==> src/rtl/led_string_serializer.sv <==
`timescale 1ns/1ps
// Single-wire LED string serializer: 24-bit GRB pixels, MSB first, with end-of-frame latch.
// Define LED_SER_UNDERRUN_CNT_EN to build the saturating underrun counter.
module led_string_serializer #(
    parameter int T0H_CYCLES   = 8,
    parameter int T1H_CYCLES   = 16,
    parameter int BIT_CYCLES   = 25,
    parameter int LATCH_CYCLES = 1200,
    parameter int N_LEDS       = 236
) (
    input  logic        clk,
    input  logic        reset,
    input  logic [23:0] pixel_data,
    input  logic        pixel_valid,
    output logic        pixel_ready,
    input  logic        latch_req,
    output logic        sdi,
    output logic        busy,
    output logic        frame_done,
    output logic [8:0]  pixel_count,
    output logic [15:0] underrun_count
);
    typedef enum logic [1:0] {IDLE, HIGH, LOW, LATCH} state_t;

    localparam int TMAX = (LATCH_CYCLES > BIT_CYCLES) ? LATCH_CYCLES : BIT_CYCLES;
    localparam int TW   = $clog2(TMAX + 1);

    state_t        state, state_nxt;
    logic [TW-1:0] timer;
    logic [TW-1:0] high_last;
    logic [23:0]   shreg;
    logic [4:0]    bit_idx;
    logic          latch_pend;
    logic          xfer, high_end, bit_end, latch_end, pixel_end, last_pixel;

    // One timer spans the whole bit (HIGH then LOW), or the whole latch gap.
    assign high_last  = shreg[23] ? TW'(T1H_CYCLES - 1) : TW'(T0H_CYCLES - 1);
    assign high_end   = (timer == high_last);
    assign bit_end    = (timer == TW'(BIT_CYCLES - 1));
    assign latch_end  = (timer == TW'(LATCH_CYCLES - 1));
    assign pixel_end  = (state == LOW) && bit_end && (bit_idx == 5'd0);
    assign last_pixel = (({1'b0, pixel_count} + 10'd1) >= 10'(N_LEDS));
    assign xfer       = pixel_valid && pixel_ready;

    always_ff @(posedge clk) begin
        if (reset) state <= IDLE;
        else       state <= state_nxt;
    end

    always_comb begin
        state_nxt = state;
        case (state)
            IDLE: begin
                if (xfer)                                 state_nxt = HIGH;
                else if (latch_req && pixel_count != 9'd0) state_nxt = LATCH;
            end
            HIGH: if (high_end) state_nxt = LOW;
            LOW: begin
                if (bit_end) begin
                    if (bit_idx != 5'd0)               state_nxt = HIGH;
                    else if (last_pixel || latch_pend) state_nxt = LATCH;
                    else if (xfer)                     state_nxt = HIGH;
                    else                               state_nxt = IDLE;
                end
            end
            LATCH: if (latch_end) state_nxt = IDLE;
            default: state_nxt = IDLE;
        endcase
    end

    always_comb begin
        pixel_ready = 1'b0;
        sdi         = 1'b0;
        busy        = 1'b1;
        case (state)
            IDLE: begin
                busy        = 1'b0;
                pixel_ready = !reset;
            end
            HIGH: sdi = 1'b1;
            LOW:  pixel_ready = !reset && pixel_end && !last_pixel && !latch_pend;
            default: ;
        endcase
    end

    always_ff @(posedge clk) begin
        if (reset) begin
            timer       <= '0;
            bit_idx     <= '0;
            pixel_count <= '0;
            latch_pend  <= 1'b0;
            frame_done  <= 1'b0;
        end else begin
            frame_done <= 1'b0;
            case (state)
                IDLE: begin
                    timer <= '0;
                    if (xfer) begin
                        bit_idx <= 5'd23;
                        if (latch_req) latch_pend <= 1'b1;
                    end
                end
                HIGH: begin
                    timer <= timer + TW'(1);
                    if (latch_req) latch_pend <= 1'b1;
                end
                LOW: begin
                    if (latch_req) latch_pend <= 1'b1;
                    if (bit_end) begin
                        timer <= '0;
                        if (bit_idx != 5'd0) begin
                            bit_idx <= bit_idx - 5'd1;
                        end else begin
                            pixel_count <= pixel_count + 9'd1;
                            if (xfer) bit_idx <= 5'd23;
                        end
                    end else begin
                        timer <= timer + TW'(1);
                    end
                end
                LATCH: begin
                    if (latch_end) begin
                        timer       <= '0;
                        frame_done  <= 1'b1;
                        pixel_count <= '0;
                        latch_pend  <= 1'b0;
                    end else begin
                        timer <= timer + TW'(1);
                    end
                end
                default: timer <= '0;
            endcase
        end
    end

    // Pixel shift register is pure data; it is always reloaded before use.
    always_ff @(posedge clk) begin
        if (xfer)
            shreg <= pixel_data;
        else if (state == LOW && bit_end && bit_idx != 5'd0)
            shreg <= {shreg[22:0], 1'b0};
    end

`ifdef LED_SER_UNDERRUN_CNT_EN
    function automatic logic [15:0] sat_inc16(input logic [15:0] v);
        return (v == 16'hFFFF) ? v : v + 16'd1;
    endfunction

    logic underrun;
    assign underrun = pixel_end && !last_pixel && !latch_pend && !xfer;

    always_ff @(posedge clk) begin
        if (reset)         underrun_count <= '0;
        else if (underrun) underrun_count <= sat_inc16(underrun_count);
    end
`else
    assign underrun_count = '0;
`endif

endmodule

==> config.mk <==
export PLATFORM = sky130hd
export DESIGN_NAME = led_string_serializer
export DESIGN_NICKNAME = d
export VERILOG_FILES = /design/src/rtl/led_string_serializer.sv
export SDC_FILE = /design/constraint.sdc
export NUM_CORES = 1
export LEC_CHECK = 0
export ABC_AREA = 1
export BUFFER_PORTS_ARGS = -buffer_cell sky130_fd_sc_hd__clkbuf_2
export CORE_MARGIN = 5
export CORE_UTILIZATION = 45
export DETAILED_ROUTE_END_ITERATION = 16
export PLACE_DENSITY_LB_ADDON = 0.05
export REMOVE_ABC_BUFFERS = 1
export SLEW_MARGIN = 15
export SYNTH_ARGS = -nofsm -noshare
export SYNTH_HDL_FRONTEND = slang
export SYNTH_SLANG_ARGS = --single-unit
==> constraint.sdc <==
create_clock -name clk -period 5 [get_ports clk]
set_input_delay 0.5 -clock clk [delete_from_list [all_inputs] [get_ports clk]]
set_output_delay 0.5 -clock clk [all_outputs]
set_load 0.03 [all_outputs]
==> impl_metrics.json, run 1 <==
{
  "port-buffer-count": 40,
  "insertion_delay_ns": 0.31,
  "rr_worst_depth": 12,
  "min_path_type": "flop to flop",
  "finalCritPeriodShare_pct": 51.1,
  "cts_buffers": 5,
  "synth_cell_types": 41,
  "status": "complete, no violations",
  "firstDrtPassIters": 4,
  "final_cell_area_sq_mm": 0.00317,
  "grt.busiest_layer": "met2",
  "cp_max_fo": 30,
  "required_ns": 4.98,
  "htree_num_levels": 2,
  "crit_arrival_ns": 2.54,
  "worstReg2RegStart": "bit_idx[0]",
  "netlist_instances": 300,
  "rows": 29,
  "fill_cells": 627,
  "grt_pass1_vias": 1962,
  "p_per_area_mw_per_mm2": 432,
  "wl_per_cell_um": 12.9,
  "slew_headroom_pct": 38.7,
  "cts_resized": 0,
  "antenna_found_initial": 0,
  "seqPwrFrac_pct": 43.0,
  "drv_cap": 0,
  "drc": 0,
  "area_delta_synth_final_pct": 9.55,
  "synth.avg_cell_area_sq_um": 9.65,
  "initial_utilization_pct": 45.9,
  "dpl_worst_slack_ns": 2.41,
  "ant_nets": 0,
  "tns_ns": 0,
  "hold_violations": 0,
  "core-area_sq_mm": 0.00631,
  "netlist_area_sq_mm": 0.00290,
  "p_switching_uw": 542,
  "yosysWarnings": 0,
  "rsz0062_at_grt": "no",
  "power_leakage_uw": 0.00137,
  "cts_setup_buffers": 0,
  "grt_max_degree": 31,
  "synth-seq-area-share_pct": 44.9,
  "worst_ir_drop_vdd_mv": 0.246,
  "wirelength_um": 5400,
  "reg2reg_slack_ns": 2.45,
  "fin_cells": 419,
  "grt_use_met2_pct": 20.4,
  "hold_buffers": 0,
  "p_sw_share_pct": 39.5,
  "synth_ff_type": "dfxtp_1",
  "power.internal_uw": 830,
  "fin_skew_ns": 0.00845,
  "viasPerCell": 5.00,
  "root_buffer": "clkbuf_8",
  "grt_pass1_wl_um": 8980,
  "finalMaxSlewViolations": 0,
  "postLayoutSetupSlackWorst_ns": 2.45,
  "grt_use_met1_pct": 18.4,
  "start_kind": "flop",
  "setup_viol": 0,
  "dp_cells": 411,
  "layout_commonest_cell": "nand2_1",
  "cp-end-kind": "flop",
  "synth-seq-cells": 53,
  "clockBufferDepth": 2,
  "tightest_slew_ns": 0.918,
  "whs_endpoint": "timer[0]",
  "layout_common_cells": "nand2_1 (43), clkbuf_2 (40), inv_1 (31)",
  "fin_crit_ns": 2.55,
  "io_pins": 57,
  "die_height_um": 90.2,
  "clockPowerShare_pct": 17.9,
  "min_from": "timer[0]",
  "first_iter_violations": 101,
  "num_vias": 2095,
  "dpl_cell_area_sq_mm": 0.00309,
  "cts_tree": "yes",
  "timing.fmax_mhz": 392,
  "fin_util_pct": 50.2,
  "final_nets": 374,
  "reg2reg_to": "shreg[1]",
  "grt.met3_usage_pct": 3.09,
  "criticalPathCategory": "flop to flop",
  "synth-edff-count": 24,
  "grt-ovfl-total": 0,
  "die_w_um": 90.2,
  "synthArstFlopShare_pct": 0,
  "gr-usage-all-layers_pct": 13.2,
  "drive_gt1_share_pct": 26.3,
  "cts_sinks": 53,
  "p_comb_share_pct": 39.1,
  "dp_hpwl_um": 3980,
  "dieArea_sq_mm": 0.00814,
  "diodes": 0,
  "holdPathStages": 1,
  "routabilityCongestion": 0.795,
  "clkTransAtPathRegs_ns": 0.10
}
## cell type report
class	count	area [sq um]	share of cell area [%]
multi-input combinational	207	1360	42.8
sequential	53	1300	41.0
timing repair buffer	41	208	6.55
inverter	33	124	3.91
tap	77	96.3	3.04
clock buffer	6	72.6	2.29
clock inverter	2	13.8	0.434
## worst max-delay path, stage by stage, from the launching register on
cell	delay [ns]
dfxtp_1	0.34
inv_1	0.06
ha_1	0.17
nor3b_1	0.25
nand2_1	0.15
nor2_2	0.13
nand2_1	0.06
nor2_1	0.11
nand3_2	0.08
nand2_2	0.09
nand2_4	0.29
o21ai_2	0.14
buf_4	0.34
## worst max path at each step
stage	from	endpoint
6_report	bit_idx[0]	shreg[1]
3_5_place_dp	reset	bit_idx[1]
2_1_floorplan	pixel_count[1]	shreg[0]
5_1_grt	pixel_count[1]	bit_idx[0]
4_1_cts	bit_idx[0]	shreg[22]
3_3_place_gp	pixel_count[1]	shreg[4]
## sequential cells by signal, indices dropped and copies added, names as in the netlist
| register | cells |
|---|---|
| frame_done | 1 |
| shreg | 24 |
| state | 2 |
| bit_idx | 5 |
| pixel_count | 9 |
| timer | 11 |
| latch_pend | 1 |
## metal layers
layer | up-vias | wire length (um)
met4 | 0 | 66
met5 | - | 0
li1 | 1074 | -
met2 | 53 | 2420
met3 | 7 | 261
met1 | 961 | 2650
## power by group through the flow
stage / Clock [uW] / Combinational, uW / Sequential, uW
final: 246 / 536 / 590
after global routing: 278 / 595 / 600
after CTS: 257 / 541 / 591
after detailed placement: 0 / 538 / 600
after global placement: 0 / 539 / 600
after floorplan: 0 / 367 / 640
## Yosys cell counts, types with 2 or more instances
library cell / number / area share, %
a211oi_1: 7 / 1.8
a21oi_1: 17 / 2.9
a31oi_1: 4 / 0.86
buf_4: 16 / 4.1
buf_6: 2 / 0.78
clkbuf_1: 2 / 0.26
dfxtp_1: 29 / 20
edfxtp_1: 24 / 25
ha_1: 5 / 2.2
inv_1: 31 / 4.0
mux2_4: 23 / 12
nand2_1: 43 / 5.6
nand2_2: 2 / 0.43
nand3_1: 10 / 1.7
nand3_2: 4 / 1.4
nand4_1: 5 / 1.1
nor2_1: 24 / 3.1
nor2_2: 5 / 1.1
nor3_1: 10 / 1.7
nor3b_1: 2 / 0.52
nor4_1: 2 / 0.43
o21ai_0: 8 / 1.4
xnor2_1: 2 / 0.61
xor2_1: 6 / 1.8
## kinds of logic (layout without fill, tap and decap cells)
family | Yosys count | after routing | share of synthesized area (%)
and+or+nand+nor | 114 | 114 | 19.9
DFF | 53 | 53 | 44.9
adders and majority gates | 5 | 5 | 2.16
AOI/OAI and AO/OA | 41 | 41 | 8.34
muxes | 23 | 23 | 11.9
xor gates and xnor gates | 8 | 8 | 2.42
buffers and inverters | 55 | 82 | 10.2
other | 1 | 16 | 0.130
## stage by stage
step	power (uW)	hold slack [ns]
final	1370	0.455
after global placement	1140	0.434
after CTS	1390	0.458
after floorplan	1010	0.417
after global routing	1470	0.460
after detailed placement	1140	0.438
(Power assumes the default switching activity.)
==> inputs of run 2 (changes only) <==
==> constraint.sdc (replaced) <==
create_clock -name clk -period 2.5 [get_ports clk]
set_input_delay 0.25 -clock clk [delete_from_list [all_inputs] [get_ports clk]]
set_output_delay 0.25 -clock clk [all_outputs]
set_load 0.03 [all_outputs]
==> impl_metrics.json, run 2 (synthesis gave the netlist of run 1 again) <==
{
  "reg2reg_slack_ns": 0.21,
  "status": "complete, no violations",
  "power_leakage_uw": 0.00139,
  "dp_hpwl_um": 4020,
  "reg2reg_to": "shreg[19]",
  "cts_sinks": 53,
  "antenna_found_initial": 0,
  "worstReg2RegStart": "bit_idx[0]",
  "drc": 0,
  "wirelength_um": 5360,
  "slew_headroom_pct": 66.0,
  "gr-usage-all-layers_pct": 12.7,
  "dieArea_sq_mm": 0.00814,
  "dp_cells": 414,
  "rr_worst_depth": 12,
  "grt_pass1_wl_um": 8710,
  "htree_num_levels": 2,
  "fin_crit_ns": 2.29,
  "required_ns": 2.55,
  "grt_pass1_vias": 1907,
  "rows": 29,
  "grt_max_degree": 28,
  "drive_gt1_share_pct": 27.2,
  "first_iter_violations": 78,
  "clockBufferDepth": 2,
  "hold_violations": 0,
  "crit_arrival_ns": 2.34,
  "hold_ws_ns": 0.227,
  "cts_buffers": 5,
  "root_buffer": "clkbuf_8",
  "fin_cells": 422,
  "holdPathStages": 3,
  "p_per_area_mw_per_mm2": 854,
  "criticalPathCategory": "flop to flop",
  "cp-end-kind": "flop",
  "min_path_type": "input pin to flop",
  "cts_tree": "yes",
  "power.total_uw": 2750,
  "diodes": 0,
  "worst_ir_drop_vdd_mv": 0.494,
  "area_delta_synth_final_pct": 11.2,
  "insertion_delay_ns": 0.30,
  "port-buffer-count": 40,
  "io_pins": 57,
  "min_from": "latch_req",
  "setup_viol": 0,
  "fin_util_pct": 51.0,
  "finalMaxSlewViolations": 0,
  "initial_utilization_pct": 45.9,
  "cp_max_fo": 26,
  "layout_common_cells": "nand2_1 (43), clkbuf_2 (40), inv_1 (31)",
  "largest_reg_flops": 24,
  "final_nets": 377,
  "die_w_um": 90.2,
  "hold_buffers": 0,
  "rsz0062_at_grt": "no",
  "wl_per_cell_um": 12.7,
  "clkTransAtPathRegs_ns": 0.09,
  "firstDrtPassIters": 4,
  "whs_endpoint": "latch_pend",
  "tightest_slew_ns": 0.505,
  "fill_cells": 609,
  "viasPerCell": 4.96,
  "fin_skew_ns": 0.0106,
  "layout_commonest_cell": "nand2_1",
  "die_height_um": 90.2,
  "drv_cap": 0,
  "regMostFlops": "shreg",
  "grt-ovfl-total": 0,
  "routabilityCongestion": 0.800,
  "start_kind": "flop",
  "core-area_sq_mm": 0.00631,
  "reg_top3": "shreg x24, timer x11, pixel_count x9",
  "num_vias": 2093,
  "ant_nets": 0,
  "timing.fmax_mhz": 437,
  "finalCritPeriodShare_pct": 91.6
}
==> run 2: changes by cell type in the layout (fill, tap and decap cells not counted), sizes merged <==
cell	delta
buf	+3
clkbuf	+1
clkinv	-1
clkinvlp	+1
inv	-1
==> run 2: timing repair <==
action / in CTS / in global routing
endpoints found under the setup margin: 0 / 23
endpoints found under the hold margin: 0 / 0
gates resized for setup: 0 / 2
setup buffers: 0 / 0
==> run 2: worst max path at each step <==
stage                              start        end  slack, ns  depth (start not counted)
after floorplan           pixel_count[1]   shreg[0]      -0.26                         11
after global placement    pixel_count[1]   shreg[4]       0.21                         13
after detailed placement  pixel_count[0]   shreg[8]       0.18                         13
after CTS                 pixel_count[0]  shreg[19]       0.16                         13
after global routing          bit_idx[0]  shreg[19]       0.04                         12
final                         bit_idx[0]  shreg[19]       0.21                         12
==> run 2: power breakdown <==
part	total, uW	switching, uW	internal [uW]
Clock	468	270	199
Combinational	1090	685	409
Sequential	1190	112	1080
Total	2750	1070	1680
==> run 2: layer usage <==
layer / GRT usage, % / vias to the layer above / wire length, um
met4: 2.61 / 0 / 38
met5: 0 / - / 0
met1: 18.3 / 949 / 2660
met2: 19.0 / 56 / 2330
met3: 3.51 / 5 / 330
li1: - / 1083 / -
==> run 2: area by class of cell <==
type	count	area, sq um	area share [%]
tap	77	96.3	2.99
timing repair buffer	44	255	7.93
multi-input combinational	207	1360	42.1
clock buffer	7	76.3	2.37
inverter	33	124	3.85
clock inverter	1	7.51	0.233
sequential	53	1300	40.5
==> run 2: worst max-delay path, cell delays in order, from the launching register on <==
cell	delay, ns
dfxtp_1	0.34
inv_1	0.06
ha_1	0.16
nor3b_1	0.25
nand2_1	0.15
nor2_2	0.12
nand2_1	0.06
nor2_1	0.12
nand3_2	0.09
nand2_2	0.09
nand2_4	0.09
buf_12	0.19
mux2_4	0.31
==> run 2: through the flow <==
stage                     area [sq um]  setup slack (ns)  TNS, ns
after detailed placement          3130             0.177        0
after CTS                         3220             0.164        0
after global routing              3220            0.0365        0
after floorplan                   2780            -0.262    -7.99
final                             3220             0.211        0
after global placement            3130             0.213        0
